[config.mk]
export PLATFORM = sky130hd
export DESIGN_NAME = config_register_bank
export DESIGN_NICKNAME = d
export VERILOG_FILES = /design/src/rtl/cfg_bank_pkg.sv /design/src/rtl/cfg_unlock_fsm.sv /design/src/rtl/config_register_bank.sv
export SDC_FILE = /design/constraint.sdc
export NUM_CORES = 1
export LEC_CHECK = 0
export ABC_CLOCK_PERIOD_IN_PS = 7400
export CORE_AREA = 3 3 153 155
export DETAILED_ROUTE_END_ITERATION = 12
export DIE_AREA = 0 0 156 158
export PLACE_DENSITY = 0.84
export SLEW_MARGIN = 5
export SYNTH_ARGS = -nofsm -noshare
export SYNTH_HDL_FRONTEND = slang
export SYNTH_HIERARCHICAL = 1
export SYNTH_SLANG_ARGS = --single-unit
export TNS_END_PERCENT = 1
[constraint.sdc]
create_clock -name CLK -period 7.4 [get_ports CLK]
set_input_delay 1.11 -clock CLK [delete_from_list [all_inputs] [get_ports CLK]]
set_output_delay 1.11 -clock CLK [all_outputs]
set_load 0.02 [all_outputs]
[src/rtl/cfg_bank_pkg.sv]
// Shared types and constants for the configuration register bank:
// unlock FSM state, default unlock key and the watchdog/BOD register map.
package cfg_bank_pkg;

    typedef enum logic {
        ST_LOCKED = 1'b0,
        ST_OPEN   = 1'b1
    } state_e;

    localparam logic [15:0] DEFAULT_UNLOCK_KEY = 16'hA5C3;

    // Register index map of the watchdog/BOD consumers
    localparam int unsigned REG_FWLEN   = 0;
    localparam int unsigned REG_SWLEN   = 1;
    localparam int unsigned REG_SERVICE = 2;
    localparam int unsigned REG_RST_LMT = 3;
    localparam int unsigned REG_BOD0    = 4;
    localparam int unsigned REG_BOD1    = 5;
    localparam int unsigned REG_BOD2    = 6;
    localparam int unsigned REG_BOD3    = 7;

endpackage

[src/rtl/cfg_unlock_fsm.sv]
// Unlock state machine and timed window: decides which writes/commits are
// accepted, and when pending shadow edits must be discarded.
module cfg_unlock_fsm
    import cfg_bank_pkg::*;
#(
    parameter int unsigned UNLOCK_WIN = 32
) (
    input  logic clk,
    input  logic rst,
    input  logic wren,
    input  logic commit,
    input  logic addr_is_reg,
    input  logic addr_is_key,
    input  logic key_ok,
    output logic locked,
    output logic wr_accept_c,
    output logic commit_ok_c,
    output logic relock_c,
    output logic expire_c,
    output logic err_c
);

    localparam int unsigned CNT_W = $clog2(UNLOCK_WIN + 1);

    state_e           state_q, state_d;
    logic [CNT_W-1:0] cnt_q, cnt_d;
    logic             locked_q, locked_d;

    always_ff @(posedge clk) begin
        if (rst) begin
            state_q  <= ST_LOCKED;
            cnt_q    <= '0;
            locked_q <= 1'b1;
        end else begin
            state_q  <= state_d;
            cnt_q    <= cnt_d;
            locked_q <= locked_d;
        end
    end

    always_comb begin
        state_d     = state_q;
        cnt_d       = cnt_q;
        wr_accept_c = 1'b0;
        commit_ok_c = 1'b0;
        relock_c    = 1'b0;
        expire_c    = 1'b0;
        err_c       = 1'b0;
        unique case (state_q)
            ST_LOCKED: begin
                if (wren) begin
                    if (addr_is_key && key_ok) begin
                        state_d = ST_OPEN;
                        cnt_d   = CNT_W'(UNLOCK_WIN);
                    end else begin
                        err_c = 1'b1;
                    end
                end
                if (commit) begin
                    err_c = 1'b1;
                end
            end
            ST_OPEN: begin
                // Commit outranks every other event, a same-cycle register write merges into it
                if (commit) begin
                    commit_ok_c = 1'b1;
                    state_d     = ST_LOCKED;
                    cnt_d       = '0;
                    if (wren && addr_is_reg) begin
                        wr_accept_c = 1'b1;
                    end else if (wren && !addr_is_key) begin
                        err_c = 1'b1;
                    end
                end else if (wren && addr_is_key) begin
                    relock_c = 1'b1;
                    state_d  = ST_LOCKED;
                    cnt_d    = '0;
                end else if (wren && addr_is_reg) begin
                    wr_accept_c = 1'b1;
                    cnt_d       = CNT_W'(UNLOCK_WIN);
                end else begin
                    err_c = wren;
                    if (cnt_q <= CNT_W'(1)) begin
                        expire_c = 1'b1;
                        state_d  = ST_LOCKED;
                        cnt_d    = '0;
                    end else begin
                        cnt_d = cnt_q - CNT_W'(1);
                    end
                end
            end
            default: begin
                state_d = ST_LOCKED;
                cnt_d   = '0;
            end
        endcase
        locked_d = (state_d == ST_LOCKED);
    end

    assign locked = locked_q;

endmodule

[src/rtl/config_register_bank.sv]
// Write-protected configuration register bank with shadow/active copies and atomic commit.
// Optional macro CFG_PARITY_EN adds per-register even parity and a sticky PERR output.
module config_register_bank
    import cfg_bank_pkg::*;
#(
    parameter int unsigned                 DATA_W       = 16,
    parameter int unsigned                 NUM_REGS     = 8,
    parameter int unsigned                 ADDR_W       = 4,
    parameter logic [DATA_W-1:0]           UNLOCK_KEY   = DATA_W'(DEFAULT_UNLOCK_KEY),
    parameter int unsigned                 UNLOCK_WIN   = 32,
    parameter logic [NUM_REGS*DATA_W-1:0]  RESET_VALUES = '0
) (
    input  logic                         CLK,
    input  logic                         RST,
    input  logic                         WREN,
    input  logic                         RDEN,
    input  logic [ADDR_W-1:0]            ABUS,
    input  logic [DATA_W-1:0]            DBUS,
    input  logic                         COMMIT,
    output logic [DATA_W-1:0]            RDATA,
    output logic                         RVALID,
    output logic                         WERR,
    output logic                         LOCKED,
    output logic                         COMMIT_DONE,
    output logic [NUM_REGS*DATA_W-1:0]   CFG
`ifdef CFG_PARITY_EN
    ,
    output logic                         PERR
`endif
);

    localparam int unsigned IDX_W = (NUM_REGS > 1) ? $clog2(NUM_REGS) : 1;
    localparam logic [ADDR_W-1:0] KEY_ADDR = '1;

    logic [NUM_REGS-1:0][DATA_W-1:0] active_q, active_d, shadow_q, shadow_d;
    logic [DATA_W-1:0] rdata_q, rdata_d;
    logic              rvalid_q, rvalid_d, werr_q, werr_d, commit_done_q, commit_done_d;
    logic              addr_is_reg, addr_is_key, key_ok, locked;
    logic              wr_accept_c, commit_ok_c, relock_c, expire_c, err_c, rd_perr_c;
    logic [IDX_W-1:0]  reg_idx;

    assign addr_is_reg = (ABUS < ADDR_W'(NUM_REGS));
    assign addr_is_key = (ABUS == KEY_ADDR);
    assign key_ok      = (DBUS == UNLOCK_KEY);
    assign reg_idx     = IDX_W'(ABUS);

    cfg_unlock_fsm #(
        .UNLOCK_WIN (UNLOCK_WIN)
    ) u_fsm (
        .clk         (CLK),
        .rst         (RST),
        .wren        (WREN),
        .commit      (COMMIT),
        .addr_is_reg (addr_is_reg),
        .addr_is_key (addr_is_key),
        .key_ok      (key_ok),
        .locked      (locked),
        .wr_accept_c (wr_accept_c),
        .commit_ok_c (commit_ok_c),
        .relock_c    (relock_c),
        .expire_c    (expire_c),
        .err_c       (err_c)
    );

    // Shadow/active update; any relock restores the shadow from the active copy
    always_comb begin
        active_d = active_q;
        shadow_d = shadow_q;
        if (wr_accept_c) begin
            shadow_d[reg_idx] = DBUS;
        end
        if (commit_ok_c) begin
            active_d = shadow_d;
        end
        if (relock_c || expire_c) begin
            shadow_d = active_q;
        end
    end

    // Read path always returns the pre-edge active value
    always_comb begin
        rdata_d       = rdata_q;
        rvalid_d      = 1'b0;
        werr_d        = err_c;
        commit_done_d = commit_ok_c;
        if (RDEN) begin
            rvalid_d = 1'b1;
            if (addr_is_reg) begin
                rdata_d = active_q[reg_idx];
                werr_d  = werr_d | rd_perr_c;
            end else if (addr_is_key) begin
                rdata_d = DATA_W'(locked);
            end else begin
                rdata_d = '0;
                werr_d  = 1'b1;
            end
        end
    end

    always_ff @(posedge CLK) begin
        if (RST) begin
            active_q      <= RESET_VALUES;
            shadow_q      <= RESET_VALUES;
            rdata_q       <= '0;
            rvalid_q      <= 1'b0;
            werr_q        <= 1'b0;
            commit_done_q <= 1'b0;
        end else begin
            active_q      <= active_d;
            shadow_q      <= shadow_d;
            rdata_q       <= rdata_d;
            rvalid_q      <= rvalid_d;
            werr_q        <= werr_d;
            commit_done_q <= commit_done_d;
        end
    end

`ifdef CFG_PARITY_EN
    logic [NUM_REGS-1:0] parity_q, parity_d, parity_rst, par_bad;
    logic                perr_q, perr_d;

    always_comb begin
        for (int i = 0; i < int'(NUM_REGS); i++) begin
            parity_rst[i] = ^RESET_VALUES[i*DATA_W +: DATA_W];
            parity_d[i]   = commit_ok_c ? (^active_d[i]) : parity_q[i];
            par_bad[i]    = (^active_q[i]) ^ parity_q[i];
        end
        perr_d = perr_q | (|par_bad);
    end

    always_ff @(posedge CLK) begin
        if (RST) begin
            parity_q <= parity_rst;
            perr_q   <= 1'b0;
        end else begin
            parity_q <= parity_d;
            perr_q   <= perr_d;
        end
    end

    assign rd_perr_c = addr_is_reg & par_bad[reg_idx];
    assign PERR      = perr_q;
`else
    assign rd_perr_c = 1'b0;
`endif

    assign RDATA       = rdata_q;
    assign RVALID      = rvalid_q;
    assign WERR        = werr_q;
    assign LOCKED      = locked;
    assign COMMIT_DONE = commit_done_q;
    assign CFG         = active_q;

endmodule

==> impl_metrics.csv, run 1 <==
group,metric,value,unit
placement,globalplace.congestion,0.873,
cells_and_area,fillers,1663,
clocking,post_cts_buffers,0,
cells_and_area,final_core_util,66.1,%
yosys,ys_types,50,
drt,wl_per_cell,21.8,um
floorplanning,core_area,22000,sq um
drt,drc,0,
clocking,clock_latency,0.55,ns
placement,pre_cts_ws,2.97,ns
worst_setup_path,criticalPathCategory,"in2reg",
floorplanning,die_area,24600,sq um
worst_setup_path,critPathMaxFanout,240,
clocking,cts-hold-fix-buffers,0,
cells_and_area,layout_commonest_cell,"dfxtp_1",
clocking,clock_path_buffers,3,
placement,port_buffers,172,
yosys,syn_inst,1287,
worst_setup_path,cp.required,7.84,ns
yosys,ys_seq_area_share,46.8,%
yosys,syn_area,12100,sq um
floorplanning,placementRows,54,
sta,setup_violations,0,
grt,antenna_found_initial,1,
worst_setup_path,startpoint_type,"primary input",
grt,grt_pass1_vias,9554,
pwr,ir_drop,0.000175,V
sta,grt_setup_unrepaired,"false",
outcome,status,"finished, final reports clean",
drt,viasPerCell,6.26,
clocking,path_clk_slew,0.07,ns
floorplanning,io_pins,173,
drt,drt_iter0_drc,1137,
yosys,synth_fp_nets,1314,
clocking,cts_tree,"built",
clocking,cts_made_buffers,28,
floorplanning,dieHeight,158,um
sta,fmaxAchievable,246,MHz
grt,grt_usage,28.4,%
cells_and_area,drive_above_1_share,4.63,%
yosys,async_flop_share,0,%
sta,setup_tns,0,ns
floorplanning,start_util,55.1,%
pwr,leakage,5.47,nW
sta,worstMarginPinSlew,1.27,ns
job,drv_cap,0,
drt,routed_wl,36200,um
drt,dr.pass1.iters,5,
sta,post-route-period-util,55.0,%
yosys,yosys_warnings,6,
sta,min_period,4.07,ns
sta,clock_skew,0.00961,ns
yosys,avgSynthCellArea,9.40,sq um
yosys,synth_ff_type,"dfxtp_1",
sta,setup_ws,3.33,ns
drt,num_vias,10400,
grt,grt_max_degree,241,
grt,grt_pass1_wl,55500,um
sta,slew-limit-headroom,14.7,%
cells_and_area,final-instance-count-excl-fill,1662,
placement,dp.cells,1614,
yosys,ys_ff_latch,283,
pwr,p_per_area,207,nW/um^2
yosys,synth-edff-count,0,
sta,hold_viol,0,
sta,maxSlewViolCount,0,
clocking,h-tree-depth,1,
grt,grt-ovfl-total,0,
drt,drtAntennaViolNets,0,
worst_setup_path,cp_data_arrival_time,4.51,ns
floorplanning,die_w,156,um
clocking,clockRootBuffer,"clkbuf_16",
clocking,clkSinkCount,283,
cells_and_area,syn_to_final_growth,20.0,%
cells_and_area,nets,1391,
min_path,hp-class,"reg2reg",
clocking,cts_resized,0,
placement,hpwlAfterDp,22900,um
worst_setup_path,worstSetupEndpointType,"flip-flop",
cells_and_area,layout_common_cells,"283 x dfxtp_1, 281 x nor2_1, 256 x a211oi_1",
[area by class of cell]
type / count / area, sq um / share of cell area (%)
Timing Repair Buffer: 181 / 1800 / 12.4
Sequential cell: 283 / 5670 / 39.0
Inverter: 7 / 26.3 / 0.181
Clock inverter: 6 / 61.3 / 0.422
Tap cell: 280 / 350 / 2.41
Antenna cell: 1 / 2.50 / 0.0172
Multi-Input combinational cell: 863 / 5800 / 39.9
Clock buffer: 41 / 811 / 5.59
[power by group]
group	leakage (nW)	internal, mW	switching (mW)	total (mW)
combinational	2.76	0.0286	0.0767	0.105
clock	0.426	0.788	0.586	1.37
sequential	2.28	1.52	0.000553	1.52
[sequential cells by signal, summed over array words and instances (netlist names)]
register	flops
CFG	128
shadow_q	128
RDATA	16
u_fsm/cnt_q	6
COMMIT_DONE	1
RVALID	1
WERR	1
u_fsm/locked	1
u_fsm/state_q	1
[logic make-up (layout without fill, tap and decap cells)]
family / Yosys count / in the layout / synth area share, %
simple gates: 345 / 345 / 12.1
compound gates: 326 / 326 / 19.5
flops: 283 / 283 / 46.8
mux: 190 / 190 / 15.9
buf+inv: 141 / 235 / 5.32
fa+ha+maj: 2 / 2 / 0.207
other cells: 0 / 1 / 0
[through the flow]
step	instance area, sq um	power [mW]	hold slack (ns)
detailed placement	13600	1.66	0.444
global route	14500	3.07	0.472
CTS	14500	3.01	0.452
global placement	13600	1.66	0.437
floorplan	12100	1.62	0.441
finish	14500	3.00	0.449
[Yosys cell counts (all sizes together), types with 2 or more instances]
cell type	instances	area, sq um
o21ai	20	100
nand4b	2	17.5
nand3	3	15.0
clkbuf	100	375
buf	34	241
or4b	2	20.0
a211oi	256	1920
a31oi	5	31.3
mux2i	187	1870
inv	7	26.3
nor2	286	1130
nand2b	7	46.3
a311oi	2	17.5
a21oi	6	33.8
or2	5	31.3
ha	2	25.0
nand2	24	90.1
mux4	2	45.0
nor3	2	10.0
a22o	2	17.5
o22ai	28	175
nor2b	4	25.0
dfxtp	283	5670
[critical path, stage by stage]
cell and delay (ns):
clkdlybuf4s50_1 0.70, nand3_1 0.23, nor2_1 0.42, o21ai_0 0.26
nand2_1 0.12, nor2_1 0.07, nor2_4 0.34, buf_12 0.68
nor2_1 0.15, a211oi_1 0.31
[layer usage]
layer,global-route usage [%],part of all wire (%),vias up
met1,38.7,40,4921
met5,0,0.050,-
met4,10.2,3.7,2
met2,44.9,46,579
met3,6.01,9.8,100
li1,-,-,4804
[final timing paths]
path	from	endpoint	slack, ns	cells after the start
max	ABUS[2]	shadow_q[17]	3.33	10
min	RDATA[4]	RDATA[4]	0.45	2
max reg2reg	u_fsm/cnt_q[0]	shadow_q[17]	4.50	9
min reg2reg	RDATA[4]	RDATA[4]	0.45	2
No activity file was read; power rests on OpenSTA's default activity.
==> inputs of run 2 (changes only) <==
ABC_CLOCK_PERIOD_IN_PS = 3500   (was 7400)
CORE_AREA = 3 3 162 164   (was 3 3 153 155)
DIE_AREA = 0 0 165 167   (was 0 0 156 158)
PLACE_DENSITY = 0.8   (was 0.84)
clock period = 3.5 ns   (was 7.4 ns; I/O delays follow)
==> impl_metrics.csv, run 2 (synthesis results as in run 1) <==
group,metric,value,unit
sta,holdWs,0.451,ns
grt,grt_pass1_wl,57200,um
sta,fmaxAchievable,382,MHz
sta,setup_violations,0,
cells_and_area,regArea,5670,sq um
placement,hpwlAfterDp,25200,um
grt,grt_max_degree,100,
sta,grt_setup_unrepaired,"false",
clocking,cts-hold-fix-buffers,0,
drt,drt_iter0_drc,1138,
pwr,ir_drop,0.000254,V
worst_setup_path,reg2reg_depth,5,
job,drv_cap,0,
drt,num_vias,10500,
pwr,p_per_area,440,nW/um^2
clocking,cts_tree,"built",
clocking,clkSinkCount,283,
drt,drtAntennaViolNets,0,
worst_setup_path,crit_chain,"clkdlybuf4s50_1 > nand3_1 > nor2_1 > a21oi_1 > nand4_2 > mux2i_1 > a211oi_1",
worst_setup_path,startpoint_type,"primary input",
cells_and_area,nets,1425,
floorplanning,die_w,165,um
clocking,cts_made_buffers,29,
worst_setup_path,critPathMaxFanout,16,
floorplanning,io_pins,173,
pwr,leakage,5.69,nW
drt,wl_per_cell,21.6,um
clocking,clock_latency,0.55,ns
sta,slew-limit-headroom,28.3,%
worst_setup_path,cp.required,3.90,ns
grt,grt_usage,26.4,%
worst_setup_path,worst_path_largest_cell_delay,0.74,ns
drt,dr.pass1.iters,5,
cells_and_area,syn_to_final_growth,23.6,%
floorplanning,dieHeight,167,um
worst_setup_path,cp_data_arrival_time,3.02,ns
cells_and_area,drive_above_1_share,7.33,%
placement,globalplace.congestion,0.878,
grt,grt_pass1_vias,9792,
sta,worstMarginPinSlew,1.07,ns
min_path,hold_depth,2,
clocking,clock_path_buffers,3,
grt,antenna_found_initial,0,
outcome,status,"finished, final reports clean",
worst_setup_path,worstSetupEndpointType,"flip-flop",
sta,clock_skew,0.0149,ns
floorplanning,start_util,48.3,%
sta,maxSlewViolCount,0,
cells_and_area,layout_common_cells,"283 x dfxtp_1, 281 x nor2_1, 256 x a211oi_1",
cells_and_area,multi_input_area,5800,sq um
cells_and_area,fillers,2053,
clocking,cts_resized,0,
drt,drc,0,
floorplanning,core_area,25000,sq um
grt,grt-ovfl-total,0,
worst_setup_path,critPathSlowestCell,"nand4_2",
clocking,path_clk_slew,0.06,ns
min_path,hp-class,"reg2reg",
sta,setup_tns,0,ns
sta,hold_viol,0,
clocking,h-tree-depth,1,
drt,viasPerCell,6.01,
placement,port_buffers,172,
clocking,post_cts_buffers,0,
floorplanning,placementRows,58,
drt,routed_wl,37800,um
floorplanning,die_area,27600,sq um
sta,min_period,2.62,ns
clocking,clockRootBuffer,"clkbuf_16",
worst_setup_path,criticalPathCategory,"in2reg",
sta,post-route-period-util,74.9,%
cells_and_area,layout_commonest_cell,"dfxtp_1",
run 2: cell types whose count changed in the layout (fill, tap and decap cells not counted), sizes merged:
cell,before,now
bufinv,1,2
clkbuf,42,43
clkinvlp,1,0
inv,8,7
clkinv,3,8
buf,10,43
run 2: path summary, 6_finish.rpt:
check,slack (ns),end,from
max,0.88,shadow_q[127],ABUS[2]
min,0.45,RDATA[13],RDATA[13]
max reg2reg,1.04,shadow_q[127],u_fsm/state_q
min reg2reg,0.45,RDATA[13],RDATA[13]
run 2: critical path: cells and delay by family:
| family | cells | cell delay (ns) |
|---|---|---|
| AOI/OAI and AO/OA | 2 | 0.50 |
| buffers and inverters | 1 | 0.42 |
| muxes | 1 | 0.51 |
| and+or+nand+nor | 3 | 1.05 |
run 2: layer usage:
metal | vias to the layer above | share of wire (%) | global-route usage, %
li1 | 4874 | - | -
met1 | 5024 | 41 | 37.0
met2 | 526 | 46 | 41.2
met3 | 99 | 8.8 | 3.43
met4 | 0 | 4.1 | 10.4
met5 | - | 0 | 0
run 2: final cells by class:
cell class,count,share of cell area [%]
Timing Repair Buffer,214,14.1
Clock inverter,10,0.695
Multi-Input combinational cell,863,38.8
Inverter,7,0.176
Antenna cell,1,0.0167
Tap cell,330,2.76
Sequential cell,283,37.9
Clock buffer,42,5.65
run 2: metrics by stage:
| step | instance area [sq um] | setup WS, ns | total power [mW] | util (%) | std cells |
|---|---|---|---|---|---|
| final | 15000 | 0.879 | 6.58 | 59.7 | 1750 |
| after global routing | 14900 | 0.753 | 6.70 | 59.7 | 1749 |
| after CTS | 14900 | 0.969 | 6.57 | 59.7 | 1749 |
| after detailed placement | 14000 | 0.430 | 3.54 | 55.9 | 1697 |
| after global placement | 14000 | 0.481 | 3.53 | 55.9 | 1697 |
| after floorplan | 12100 | 0.799 | 3.43 | - | 1287 |
run 2: power breakdown:
group | leakage (nW) | switching, mW | internal (mW)
Combinational | 2.94 | 0.172 | 0.0764
Clock | 0.475 | 1.30 | 1.81
Sequential | 2.28 | 0.000911 | 3.22
